### config.mk
export PLATFORM = sky130hd
export DESIGN_NAME = bht_update_ctrl
export DESIGN_NICKNAME = d
export VERILOG_FILES = /design/src/rtl/bht_update_ctrl.sv
export SDC_FILE = /design/constraint.sdc
export NUM_CORES = 1
export LEC_CHECK = 0
export ABC_CLOCK_PERIOD_IN_PS = 6000
export BUFFER_PORTS_ARGS = -buffer_cell sky130_fd_sc_hd__buf_2
export CAP_MARGIN = 20
export CORE_MARGIN = 8
export CORE_UTILIZATION = 59
export DETAILED_ROUTE_END_ITERATION = 6
export PLACE_DENSITY = 0.95
export SLEW_MARGIN = 20
export SYNTH_ARGS = -nofsm -noshare
export SYNTH_HDL_FRONTEND = slang
export SYNTH_SLANG_ARGS = --single-unit
### constraint.sdc
create_clock -name clk -period 6 [get_ports clk]
set_clock_uncertainty 0.05 [all_clocks]
set_input_delay 0.9 -clock clk [delete_from_list [all_inputs] [get_ports clk]]
set_output_delay 0.9 -clock clk [all_outputs]
set_load 0.02 [all_outputs]
### src/rtl/bht_update_ctrl.sv
// -----------------------------------------------------------------------------
// bht_update_ctrl
//
// Sequencer for the 32-entry, 2-bit saturating-counter branch history table.
// Owns the table's single synchronous read port and single write port:
//   * sweeps every entry to INIT_STATE after reset or a flush,
//   * queues resolved-branch outcomes arriving from MEM/WB,
//   * applies them as read-modify-write updates, yielding the read port to
//     fetch-stage prediction lookups, which always have priority.
//
// Ports:
//   clk, reset        rising-edge clock, asynchronous active-high reset
//   flush_req         one-cycle pulse: drop queued updates and re-sweep
//   init_busy         high while the sweep is running
//   upd_valid/ready   update handshake (upd_addr, upd_taken)
//   fetch_rd_req      lookup request at fetch_rd_addr
//   fetch_pred_valid  registered; fetch_pred holds the counter this cycle
//   tbl_rd_*          table read port (data returns the cycle after rd_en)
//   tbl_wr_*          table write port (commits at the next rising edge)
//   dbg_state         current FSM state, for checkers and debug
//
// Handshake: an update transfers on any rising edge where upd_valid and
// upd_ready are both high. upd_ready never depends on upd_valid; the source
// must hold upd_valid/upd_addr/upd_taken stable until the transfer.
// -----------------------------------------------------------------------------
module bht_update_ctrl #(
   parameter int         IDX_W      = 5,
   parameter int         ENTRIES    = 32,
   parameter int         DEPTH      = 4,
   parameter logic [1:0] INIT_STATE = 2'b01
) (
   input  logic             clk,
   input  logic             reset,
   input  logic             flush_req,
   output logic             init_busy,
   input  logic             upd_valid,
   output logic             upd_ready,
   input  logic [IDX_W-1:0] upd_addr,
   input  logic             upd_taken,
   input  logic             fetch_rd_req,
   input  logic [IDX_W-1:0] fetch_rd_addr,
   output logic             fetch_pred_valid,
   output logic [1:0]       fetch_pred,
   output logic             tbl_rd_en,
   output logic [IDX_W-1:0] tbl_rd_addr,
   input  logic [1:0]       tbl_rd_data,
   output logic             tbl_wr_en,
   output logic [IDX_W-1:0] tbl_wr_addr,
   output logic [1:0]       tbl_wr_data,
   output logic [1:0]       dbg_state
);

   localparam int PTR_W = $clog2(DEPTH);

   typedef enum logic [1:0] {
      ST_INIT = 2'd0,
      ST_IDLE = 2'd1,
      ST_RD   = 2'd2,
      ST_WR   = 2'd3
   } state_t;

   state_t           state, state_nxt;
   logic [IDX_W-1:0] sweep_idx;
   logic             sweep_last;

   // Update queue: circular buffer with one extra pointer bit so that
   // full and empty are distinguishable.
   logic [IDX_W-1:0] q_addr  [DEPTH];
   logic             q_taken [DEPTH];
   logic [PTR_W:0]   wr_ptr, rd_ptr, q_count;
   logic             q_full, q_empty, push, pop;
   logic [IDX_W-1:0] head_addr;
   logic             head_taken;

   logic             pred_vld_q;
   logic             byp_q;
   logic [1:0]       byp_data_q;

   function automatic logic [1:0] sat_next(input logic [1:0] c, input logic taken);
      if (taken) return (c == 2'b11) ? 2'b11 : c + 2'b01;
      else       return (c == 2'b00) ? 2'b00 : c - 2'b01;
   endfunction

   assign q_count    = wr_ptr - rd_ptr;
   assign q_full     = (q_count == (PTR_W+1)'(DEPTH));
   assign q_empty    = (q_count == '0);
   assign head_addr  = q_addr[rd_ptr[PTR_W-1:0]];
   assign head_taken = q_taken[rd_ptr[PTR_W-1:0]];
   assign sweep_last = (sweep_idx == IDX_W'(ENTRIES-1));

   assign upd_ready  = !q_full && (state != ST_INIT) && !flush_req;
   assign push       = upd_valid && upd_ready;
   assign init_busy  = (state == ST_INIT);
   assign dbg_state  = state;

   // Next state, table port control and queue pop.
   always_comb begin
      state_nxt   = state;
      tbl_rd_en   = 1'b0;
      tbl_rd_addr = fetch_rd_addr;
      tbl_wr_en   = 1'b0;
      tbl_wr_addr = sweep_idx;
      tbl_wr_data = INIT_STATE;
      pop         = 1'b0;

      if (fetch_rd_req && (state != ST_INIT)) begin
         tbl_rd_en   = 1'b1;
         tbl_rd_addr = fetch_rd_addr;
      end

      case (state)
         ST_INIT: begin
            tbl_wr_en = 1'b1;
            if (sweep_last) state_nxt = ST_IDLE;
         end
         ST_IDLE: begin
            if (!q_empty) state_nxt = ST_RD;
         end
         ST_RD: begin
            // Fetch owns the read port; the update waits here until it is free.
            if (!fetch_rd_req) begin
               tbl_rd_en   = 1'b1;
               tbl_rd_addr = head_addr;
               state_nxt   = ST_WR;
            end
         end
         ST_WR: begin
            tbl_wr_en   = 1'b1;
            tbl_wr_addr = head_addr;
            tbl_wr_data = sat_next(tbl_rd_data, head_taken);
            pop         = 1'b1;
            // Head leaves now; a push this cycle keeps the pipeline busy.
            if ((q_count > (PTR_W+1)'(1)) || push) state_nxt = ST_RD;
            else                                   state_nxt = ST_IDLE;
         end
         default: state_nxt = ST_INIT;
      endcase

      if (flush_req) begin
         state_nxt = ST_INIT;
         pop       = 1'b0;
         if (state == ST_WR) tbl_wr_en = 1'b0;
      end

      // While reset is held the FSM sits in INIT; keep the table untouched.
      if (reset) tbl_wr_en = 1'b0;
   end

   always_ff @(posedge clk or posedge reset) begin
      if (reset) begin
         state     <= ST_INIT;
         sweep_idx <= '0;
         wr_ptr    <= '0;
         rd_ptr    <= '0;
      end else begin
         state <= state_nxt;
         if (flush_req) begin
            sweep_idx <= '0;
            wr_ptr    <= '0;
            rd_ptr    <= '0;
         end else begin
            // Wraps back to 0 after the last entry, ready for the next sweep.
            if (state == ST_INIT) sweep_idx <= sweep_idx + 1'b1;
            if (push) wr_ptr <= wr_ptr + 1'b1;
            if (pop)  rd_ptr <= rd_ptr + 1'b1;
         end
      end
   end

   // Queue payload needs no reset: entries are only read behind the pointers.
   always_ff @(posedge clk) begin
      if (push) begin
         q_addr[wr_ptr[PTR_W-1:0]]  <= upd_addr;
         q_taken[wr_ptr[PTR_W-1:0]] <= upd_taken;
      end
   end

   // Lookup result tracking. A write landing on the looked-up index in the
   // request cycle is captured so the stale read-before-write data is replaced.
   always_ff @(posedge clk or posedge reset) begin
      if (reset) begin
         pred_vld_q <= 1'b0;
         byp_q      <= 1'b0;
         byp_data_q <= INIT_STATE;
      end else begin
         pred_vld_q <= fetch_rd_req && (state != ST_INIT) && !flush_req;
         byp_q      <= tbl_wr_en && (tbl_wr_addr == fetch_rd_addr);
         byp_data_q <= tbl_wr_data;
      end
   end

   assign fetch_pred_valid = pred_vld_q;
   assign fetch_pred       = (state == ST_INIT) ? INIT_STATE :
                             (byp_q ? byp_data_q : tbl_rd_data);

endmodule

==> results of run 1 <==
layer usage:
metal  GRT usage, %  vias to the layer above
met2           28.2                       49
met4           4.62                        0
met1           19.7                      769
met3           5.48                       11
li1               -                      754
met5              0                        -
stage by stage:
step | hold WS (ps) | total power [W] | setup slack [ps]
2_1_floorplan | 496 | 0.000329 | 3280
3_3_place_gp | 521 | 0.000345 | 3010
3_5_place_dp | 553 | 0.000347 | 2940
4_1_cts | 571 | 0.000613 | 2600
5_1_grt | 604 | 0.000632 | 2410
6_report | 569 | 0.000613 | 2560
power groups by stage:
stage | sequential (W) | combinational (W) | clock [W]
floorplan | 0.000309 | 0.0000205 | 0
finish | 0.000304 | 0.0000378 | 0.000271
detailed placement | 0.000310 | 0.0000375 | 0
global route | 0.000304 | 0.0000422 | 0.000286
CTS | 0.000303 | 0.0000378 | 0.000272
global placement | 0.000310 | 0.0000359 | 0
worst paths after layout:
kind	cells after the start	startpoint	endpoint
worst max register to register	7	rd_ptr[0]	wr_ptr[2]
worst max-delay path	5	rd_ptr[0]	upd_ready
worst min register to register	2	wr_ptr[0]	wr_ptr[0]
max in group asynchronous	2	reset	wr_ptr[2]
worst min-delay path	2	wr_ptr[0]	wr_ptr[0]
min in group asynchronous	2	reset	byp_q
tightest hold or removal path, cell delays in order, from the launching register on:
cell and delay [ps]:
dfrtp_1 410, xnor2_1 140, nor2_1 40
Yosys cell counts, drive strengths merged:
cell,number
xnor2,11
nand3,5
nand3b,2
mux4,1
nor2,11
or2,1
nor3,1
buf,1
inv,5
edfxtp,24
nand2,23
a21o,1
nand4,2
nor2b,1
dfstp,1
o21bai,1
mux2i,7
o21a,1
a21oi,4
and3,5
mux2,6
xor2,13
o22ai,1
o21ai,20
dfrtp,16
xor3,1
a211oi,2
and2,1
o31ai,1
ha,8
fa,1
nor4,1
o2111ai,1
a31oi,3
or4,1
clkbuf,6
placed cells by master, fill, tap and decap left out, types with 3 or more instances in the layout:
| cell type | netlist | routed |
|---|---|---|
| and3_1 | 5 | 5 |
| nand3_1 | 5 | 5 |
| nor2_1 | 11 | 11 |
| o21ai_0 | 20 | 20 |
| mux2i_1 | 7 | 7 |
| nand2_1 | 23 | 23 |
| mux2_2 | 4 | 4 |
| ha_1 | 8 | 8 |
| buf_2 | 0 | 38 |
| xnor2_1 | 11 | 11 |
| xor2_1 | 13 | 13 |
| dfrtp_1 | 16 | 16 |
| a31oi_1 | 3 | 3 |
| inv_1 | 5 | 5 |
| clkbuf_8 | 0 | 5 |
| a21oi_1 | 4 | 4 |
| edfxtp_1 | 24 | 24 |
state kept, by name, summed over array words and instances, names as in the netlist:
name / cells
wr_ptr: 3
rd_ptr: 3
byp_data_q: 2
sweep_idx: 5
dbg_state: 2
q_taken: 4
byp_q: 1
q_addr: 20
fetch_pred_valid: 1
final cells by class:
| class | count | share of cell area [%] |
|---|---|---|
| Clock buffer | 5 | 2.72 |
| Clock inverter | 3 | 2.72 |
| Tap cell | 48 | 2.38 |
| Inverter | 5 | 0.743 |
| Sequential cell | 41 | 45.4 |
| Timing Repair Buffer | 38 | 7.52 |
| Multi-Input combinational cell | 137 | 38.5 |
cells by family after synthesis:
group	after synthesis	share of synthesized area [%]
AO/OA/AOI/OAI	35	9.15
XOR/XNOR	25	10.8
adder cells (fa/ha/maj)	9	5.53
buffers and inverters	12	2.42
flip-flops	41	52.8
multiplexers	14	7.89
AND/OR/NAND/NOR	54	11.5
==> metrics, run 1 <==
first-pass GRT wire length=8.00 mm; Fmax=291 MHz; row count=22; post-route ant nets=0; die area=5880 µm²; routed vias/inst=5.71; final period utilization=57.3%; FILL cells=269; GR Overflow Total=0; Placed Instance Area=2390 µm²; # setup viols final=0; synthesized area per cell=11.4 µm²; FF/Latch Area=1150 µm²; top cells by area, synth=edfxtp_1 33%, dfrtp_1 18%, xor2_1 5.2%, ha_1 4.6%, o21ai_0 4.6%; Cells after Synth=190; sw frac=21.3%; Placed Instances=269; # IOs=39; post-layout instance count excluding filler cells=277; Slew @ Worst Pin=670 ps; Yosys reg bits=41; Cell Int Power=0.000482 W; multi-input logic area=973 µm²; routed wl met2=2.35 mm; Syn Nets=217; Vias=1583; clock latency on the worst-skew pair=310 ps; DRC viols=0; TritonCTS Buffers=5; worst vdd ir=0.000230 V; GRT Util Overall=16.7%; fin area=2530 µm²; CP Max Fanout=14; largest net degree at the start of global routing=19; DR top layer=met4; drt initial violations=154; first-pass iteration count of the detailed router=4; synth-to-layout area growth=16.3%; final wirelength=4.73 mm; Comb power frac=6.2%; CTS tree=yes; final core occ=70.1%; vias in the first global route=1591; Buf/Inv on CP=1; Worst Path Required=5050 ps; Sink Count=41; endpoint type of the worst setup path=output pin; path type of the worst min-delay path=register to register; share of cells above drive strength 1=23.6%; count of different cell masters after synthesis=37; Cell Area, Synth=2170 µm²; Reg2Reg Setup Slack=3170 ps; M1 WL=2.03 mm; Core Footprint=3610 µm²; port bufs=38; setup bufs post-CTS=0; Synth area leader=edfxtp_1; Die Y=76.7 µm; Initial Util=60.3%; setup TNS=0 ps; Crit path max-delay family=adder cells; max-cap violations=0; critical-path cell list=ha_1, fa_1, xor3_1, a31oi_1, buf_2; Worst-path clk slew=80 ps; Yosys warnings=0; minimum clock period after layout=3440 ps; RSZ-0062 raised after global routing=no; Rel. slew slack=55.4%; Setup crit start kind=register; root buf cell=clkbuf_8; Psw=0.000130 W; initial antenna violation count=0; DP Wirelength=3.37 mm; post-synth top area share=33.2%; GP Congestion=0.834; CP max stage cell=dfrtp_1; drt wl/cell=17.1 µm; slowest stage delay, CP=630 ps; H-tree depth=2; Hold Fails Final Rpt=0; Reg power frac=49.6%; Ant. Diodes=0; Seq/Total Area, Yosys=52.8%; CTS Hold Bufs=0; Die W=76.7 µm; worst setup path class=register to output pin; Worst Path Arrival=2490 ps; Nets=255; CTS resizes=0; Clock Power Share=44.3%; status=finished clean; cell leakage power=1.08 nW; CTS Buffer Depth=2; Max Slew Vio Count=0; routed length on met3=275 µm; Pwr Density=242 nW/µm²
(Power assumes the default switching activity.)
==> run 2: changes to the inputs <==
--- a/config.mk
+++ b/config.mk
@@ -5,13 +5,14 @@
 export SDC_FILE = /design/constraint.sdc
 export NUM_CORES = 1
 export LEC_CHECK = 0
-export ABC_CLOCK_PERIOD_IN_PS = 6000
+export ABC_AREA = 1
+export ABC_CLOCK_PERIOD_IN_PS = 3100
 export BUFFER_PORTS_ARGS = -buffer_cell sky130_fd_sc_hd__buf_2
 export CAP_MARGIN = 20
 export CORE_MARGIN = 8
-export CORE_UTILIZATION = 59
+export CORE_UTILIZATION = 50
 export DETAILED_ROUTE_END_ITERATION = 6
-export PLACE_DENSITY = 0.95
+export PLACE_DENSITY = 0.87
 export SLEW_MARGIN = 20
 export SYNTH_ARGS = -nofsm -noshare
 export SYNTH_HDL_FRONTEND = slang
==> constraint.sdc (replaced) <==
create_clock -name clk -period 3.1 [get_ports clk]
set_clock_uncertainty 0.05 [all_clocks]
set_input_delay 0.465 -clock clk [delete_from_list [all_inputs] [get_ports clk]]
set_output_delay 0.465 -clock clk [all_outputs]
set_load 0.02 [all_outputs]
==> run 2 against run 1 <==
  * Clock power grew 57%
  * Flip-flop and latch count is the same
  * Global-route usage shrank 2.1 points
  * Core utilization shrank 11 points
  * Die area grew 17%
  * Register-to-register slack lost 2500 ps
  * Sequential power grew 120%
  * Total power grew to 2.7 times the previous value
  * Synthesized cell count grew 33%
  * Critical path type unchanged
  * Critical endpoint unchanged
  * Largest cell class unchanged
==> metrics, run 2 <==
DP Wirelength=3.83 mm (+14%); TritonCTS Buffers=5 (unchanged); post-synth top area share=32.2% (-0.95 points); largest net degree at the start of global routing=18 (-1); Post-synth EDFFs=24 (unchanged); most frequent cells in the layout=70 x nand2_1, 38 x buf_2, 24 x inv_1, 24 x nand3_1, 24 x edfxtp_1; GP Congestion=0.870 (+4.3%); Syn Nets=279 (+29%); worst vdd ir=0.000302 V (+31%); max-cap violations=0 (unchanged); Hold Fails Final Rpt=0 (unchanged); first-pass iteration count of the detailed router=4 (unchanged); Setup crit start kind=register; H-tree depth=2 (unchanged); final period utilization=82.6%; post-layout instance count excluding filler cells=344 (+24%); Nets=318 (+25%); library cell with the highest instance count after synthesis=nand2_1; CTS Hold Bufs=0 (unchanged); Max Slew Vio Count=0 (unchanged); worst setup path class=register to output pin; commonest non-fill, non-tap cell in the layout=nand2_1; Post-synth top cells=70 x nand2_1, 24 x edfxtp_1, 24 x inv_1, 24 x nand3_1, 19 x nor2_1; share of cells above drive strength 1=21.9% (-1.7 points); multi-input logic area=917 µm² (-5.8%); Placed Instances=336 (+25%); Worst Path Arrival=2040 ps (-450 ps); Ant. Diodes=0 (unchanged); port bufs=38 (unchanged); slowest stage delay, CP=500 ps (-130 ps); FF/Latch Area=1150 µm² (unchanged); GR Overflow Total=0 (unchanged); critical-path cell list=inv_1, ha_1, fa_1, nand2_1, inv_1, nand3_1, nand2_1, inv_1, buf_2; Slew @ Worst Pin=683 ps (+13.6 ps); routed vias/inst=5.27 (-7.8%); path type of the worst min-delay path=primary input to async pin; Initial Util=51.7% (-8.5 points); status=finished clean; Worst-path clk slew=80 ps (about the same); Vias=1812 (+14%); CP max stage cell=fa_1; Pwr Density=644 nW/µm² (+170%); final wirelength=4.85 mm (+2.6%); drt wl/cell=14.1 µm (-17%); count of different cell masters after synthesis=33 (-11%); DRC viols=0 (unchanged); row count=24 (+9.1%); CP Max Fanout=5 (-9); minimum clock period after layout=2560 ps; Sink Count=41 (unchanged); root buf cell=clkbuf_8; Worst Path Required=2580 ps (-2470 ps); Die Y=82.9 µm (+8.1%); CTS resizes=0 (unchanged); Cell Area, Synth=2240 µm² (+2.9%); endpoint type of the worst setup path=output pin; post-route ant nets=0 (unchanged); crit-path most repeated cell=inv_1; Yosys reg bits=41 (unchanged); final core occ=59.0% (-11 points); number of flip-flops in the largest register=20 (unchanged); GRT Util Overall=14.6% (-2.1 points); Fmax=391 MHz; Cells after Synth=252 (+33%); setup TNS=0 ps (unchanged); Yosys warnings=0 (unchanged); Seq/Total Area, Yosys=51.3% (-1.5 points); CTS tree=yes; Synth area leader=edfxtp_1; FILL cells=374 (+39%); # IOs=39 (unchanged); top cells by area, synth=edfxtp_1 32%, dfrtp_1 18%, nand2_1 12%, nand3_1 5.4%, ha_1 4.5%; initial antenna violation count=0 (unchanged); synthesized area per cell=8.88 µm² (-22%); Core Footprint=4320 µm² (+20%); synth-to-layout area growth=14.0%; Rel. slew slack=54.4% (-0.96 points); setup bufs post-CTS=0 (unchanged); first-pass GRT wire length=8.22 mm (+2.8%); most common flop cell mapped by yosys=edfxtp_1; Power, Total=0.00164 W (+170%); vias in the first global route=1849 (+16%); hold_ws=245 ps (-324 ps); drt initial violations=88 (-43%); Die W=82.9 µm (+8.1%); RSZ-0062 raised after global routing=no; cell leakage power=1.20 nW (+12%); die area=6870 µm² (+17%); CTS Buffer Depth=2 (unchanged); # setup viols final=0 (unchanged); clock latency on the worst-skew pair=300 ps (about the same); ys async rst share=41.5% (unchanged)
==> run 2: cell count changes in the layout (fill, tap and decap cells not counted), moves of 4 or more <==
cell / before / now
a21oi_1: 4 / 12
mux2_2: 4 / 0
nand3_1: 5 / 24
nand3_2: 0 / 4
inv_2: 0 / 4
xnor2_1: 11 / 0
nor2_1: 11 / 19
and3_1: 5 / 0
nand2_1: 23 / 70
inv_1: 5 / 24
mux2i_1: 7 / 1
xor2_1: 13 / 0
==> run 2: where the power goes <==
part | total (W) | leakage [nW] | switching, W | internal, W
combinational | 0.000546 | 0.703 | 0.000376 | 0.000170
sequential | 0.000670 | 0.445 | 0.0000457 | 0.000624
clock | 0.000426 | 0.0554 | 0.000184 | 0.000241
==> run 2: path summary, 6_finish.rpt <==
path / from / to / slack [ps] / cells after the start
min: reset / byp_data_q[1] / 250 / 2
max in group asynchronous: reset / wr_ptr[2] / 2310 / 2
min in group clk: upd_taken / q_taken[2] / 350 / 1
min reg2reg: rd_ptr[2] / rd_ptr[2] / 510 / 2
max reg2reg: wr_ptr[0] / q_taken[3] / 640 / 8
max: wr_ptr[0] / upd_ready / 540 / 9
==> run 2: cells by family after synthesis <==
kind of cell | after synthesis | synth area share [%]
adders and majority gates | 9 | 5.37
DFF | 41 | 51.3
muxes | 1 | 0.447
and+or+nand+nor | 127 | 25.4
buffers and inverters | 36 | 7.72
AOI/OAI and AO/OA | 38 | 9.73
==> run 2: worst max-delay path, delay by kind of cell (launching register included) <==
kind                     cells  cell delay, ps
adder cells (fa/ha/maj)      2             720
buffers and inverters        4             370
flip-flops                   1             380
AND/OR/NAND/NOR              3             280
==> run 2: area by class of cell <==
class / instances / share of cell area (%)
clock inverters: 2 / 1.52
well taps: 52 / 2.55
flip-flops and latches: 41 / 45.0
inverters: 29 / 4.37
multi-input cells: 175 / 36.0
clock buffers: 6 / 2.85
repair buffers: 39 / 7.75
==> run 2: stage by stage <==
| stage | setup slack [ps] | cell area (µm²) |
|---|---|---|
| 6_report | 540 | 2550 |
| 2_1_floorplan | 904 | 2240 |
| 5_1_grt | 403 | 2550 |
| 3_5_place_dp | 667 | 2440 |
| 3_3_place_gp | 755 | 2440 |
| 4_1_cts | 527 | 2550 |
==> run 2: routing by layer <==
metal / GRT usage, % / routed length, µm / share of wire [%] / up-vias
met5: 0 / 0 / 0 / -
met4: 6.87 / 100 / 2.1 / 0
met3: 5.66 / 422 / 8.7 / 10
met2: 24.0 / 2290 / 47 / 66
met1: 16.2 / 2030 / 42 / 819
li1: - / - / - / 917
==> run 3: changes to the inputs <==
--- a/config.mk
+++ b/config.mk
@@ -6,7 +6,7 @@
 export NUM_CORES = 1
 export LEC_CHECK = 0
 export ABC_AREA = 1
-export ABC_CLOCK_PERIOD_IN_PS = 3100
+export ABC_CLOCK_PERIOD_IN_PS = 2300
 export BUFFER_PORTS_ARGS = -buffer_cell sky130_fd_sc_hd__buf_2
 export CAP_MARGIN = 20
 export CORE_MARGIN = 8
==> constraint.sdc (replaced) <==
create_clock -name clk -period 2.3 [get_ports clk]
set_clock_uncertainty 0.05 [all_clocks]
set_input_delay 0.345 -clock clk [delete_from_list [all_inputs] [get_ports clk]]
set_output_delay 0.345 -clock clk [all_outputs]
set_load 0.02 [all_outputs]
==> run 3 against run 2 <==
  * The flow now finishes with violations (negative setup slack)
  * Critical path depth down 1
  * Final cell count up 3.5%
  * Sequential power up 35%
  * Sequential share of layout area down 2.3 points
  * Via count up 5.1%
  * Non-clock buffer count up 12
  * Highest routed layer unchanged
  * Register-to-register slack worse by 560 ps
  * Flip-flop and latch count unchanged
  * Clock-buffer cell count unchanged
==> metrics, run 3 (synthesis results as in run 2) <==
number of flip-flops in the largest register=20 (unchanged); Pwr Density=863 nW/µm² (+34%); die area=6870 µm² (unchanged); violated checks=negative setup slack; largest net degree at the start of global routing=18 (unchanged); critical path depth=8 (-1); drt initial violations=97 (+10%); post-layout instance count excluding filler cells=356 (+3.5%); most frequent cells in the layout=68 x nand2_1, 37 x buf_2, 24 x edfxtp_1; Max Slew Vio Count=0 (unchanged); FF/Latch Area=1150 µm² (unchanged); status=finished with violations; first-pass iteration count of the detailed router=4 (unchanged); RSZ-0062 raised after global routing=yes; Nets=330 (+3.8%); setup TNS=-16.6 ps (-16.6 ps); # setup viols final=1 (+1); Core Footprint=4320 µm² (unchanged); Sink Count=41 (unchanged); endpoint type of the worst setup path=output pin; GR Overflow Total=0 (unchanged); row count=24 (unchanged); TritonCTS Buffers=5 (unchanged); multi-input logic area=965 µm² (+5.2%); r2r startpoint=rd_ptr[0]; Vias=1905 (+5.1%); Slew @ Worst Pin=661 ps (-22.5 ps); Fmax=432 MHz; final worst slack=-16.6 ps (-557 ps); CP max stage cell=fa_2; GP Congestion=0.839 (-3.5%); CP Max Fanout=2 (-3); Initial Util=51.7% (unchanged); path type of the worst min-delay path=primary input to async pin; CTS Buffer Depth=2 (unchanged); Die Y=82.9 µm (unchanged); DP Wirelength=4.03 mm (+5.3%); Placed Instances=342 (+1.8%); routed vias/inst=5.35 (+1.6%); worst setup path class=register to output pin; final period utilization=101%; worst vdd ir=0.000403 V (+33%); H-tree depth=2 (unchanged); Worst Path Arrival=1920 ps (-120 ps); final wirelength=5.28 mm (+9.0%); DRC viols=0 (unchanged); GRT Util Overall=15.3% (+0.73 points); Worst-path clk slew=80 ps (about the same); FILL cells=361 (-3.5%); drt wl/cell=14.8 µm (+5.3%); Rel. slew slack=55.9% (+1.5 points); Ant. Diodes=0 (unchanged); Crit path max-delay family=adder cells; share of cells above drive strength 1=28.6% (+6.7 points); max-cap violations=0 (unchanged); synth-to-layout area growth=20.2%; cell leakage power=1.26 nW (+4.8%); clock latency on the worst-skew pair=290 ps (about the same); commonest non-fill, non-tap cell in the layout=nand2_1; Buf/Inv on CP=3 (-1); port bufs=38 (unchanged); post-route ant nets=0 (unchanged); vias in the first global route=1858 (+0.49%); Worst Path Required=1900 ps (-680 ps); Setup crit start kind=register; minimum clock period after layout=2320 ps; # IOs=39 (unchanged); slowest stage delay, CP=550 ps (+50 ps); initial antenna violation count=0 (unchanged); critical-path cell list=ha_4, fa_2, nand2_2, inv_2, nand3_4, nand2_2, inv_2, buf_6; Hold Fails Final Rpt=0 (unchanged); Die W=82.9 µm (unchanged); first-pass GRT wire length=8.71 mm (+6.0%); CTS tree=yes; root buf cell=clkbuf_8; FF-to-FF path depth=11 (+3); crit path from=rd_ptr[0]
==> run 3: layout make-up <==
type                    instances  share of cell area, %
flip-flops and latches         41                   42.7
multi-input cells             175                   35.9
repair buffers                 51                   10.9
inverters                      29                   4.14
clock buffers                   6                   2.70
well taps                      52                   2.42
clock inverters                 2                   1.26
==> run 3: timing repair <==
item / 4_1_cts / 5_1_grt
gates resized for setup: 7 / 10
pin swaps: 2 / 6
hold buffers: 0 / 0
cloned: 0 / 0
setup buffers: 4 / 2
setup endpoints to repair: 25 / 29
==> run 3: routing by layer <==
metal / wire length [µm] / vias up / track usage [%]
li1: - / 943 / -
met1: 2310 / 902 / 18.0
met2: 2550 / 51 / 25.0
met3: 337 / 9 / 5.18
met4: 85 / 0 / 6.07
met5: 0 / - / 0
==> run 3: final timing paths <==
kind                           endpoint  slack, ps
max reg2reg                   wr_ptr[2]         80
min in group clk             q_taken[1]        240
min                        sweep_idx[3]        120
max                           upd_ready        -20
max in group asynchronous     wr_ptr[0]       1650
min reg2reg                sweep_idx[4]        530
==> run 3: worst reg2reg max path, cell delays in order, from the launching register on <==
cell and delay (ps):
dfrtp_1 440, ha_4 190, fa_2 550, nand2_2 70, inv_2 70, nand3_4 80, buf_4 140, nand3_2 140
nor2_2 50, buf_4 160, o21ai_1 120, nor2_1 50
==> run 3: where the power goes <==
part / leakage (nW) / switching, W / internal, W / total (W)
Sequential: 0.445 / 0.0000617 / 0.000841 / 0.000903
Clock: 0.0528 / 0.000241 / 0.000320 / 0.000561
Combinational: 0.763 / 0.000553 / 0.000304 / 0.000857
Total: 1.26 / 0.000855 / 0.00147 / 0.00232
==> run 3: stage by stage <==
stage | cell area (µm²) | setup WS (ps) | utilization [%] | power [W] | hold slack [ps]
global route | 2690 | -73.7 | 62.2 | 0.00246 | 167
CTS | 2640 | 11.3 | 61.0 | 0.00227 | 157
detailed placement | 2480 | -7.18 | 57.4 | 0.00168 | 468
finish | 2690 | -16.6 | 62.2 | 0.00232 | 124
floorplan | 2240 | 104 | - | 0.00145 | 220
global placement | 2480 | 155 | 57.4 | 0.00165 | 457
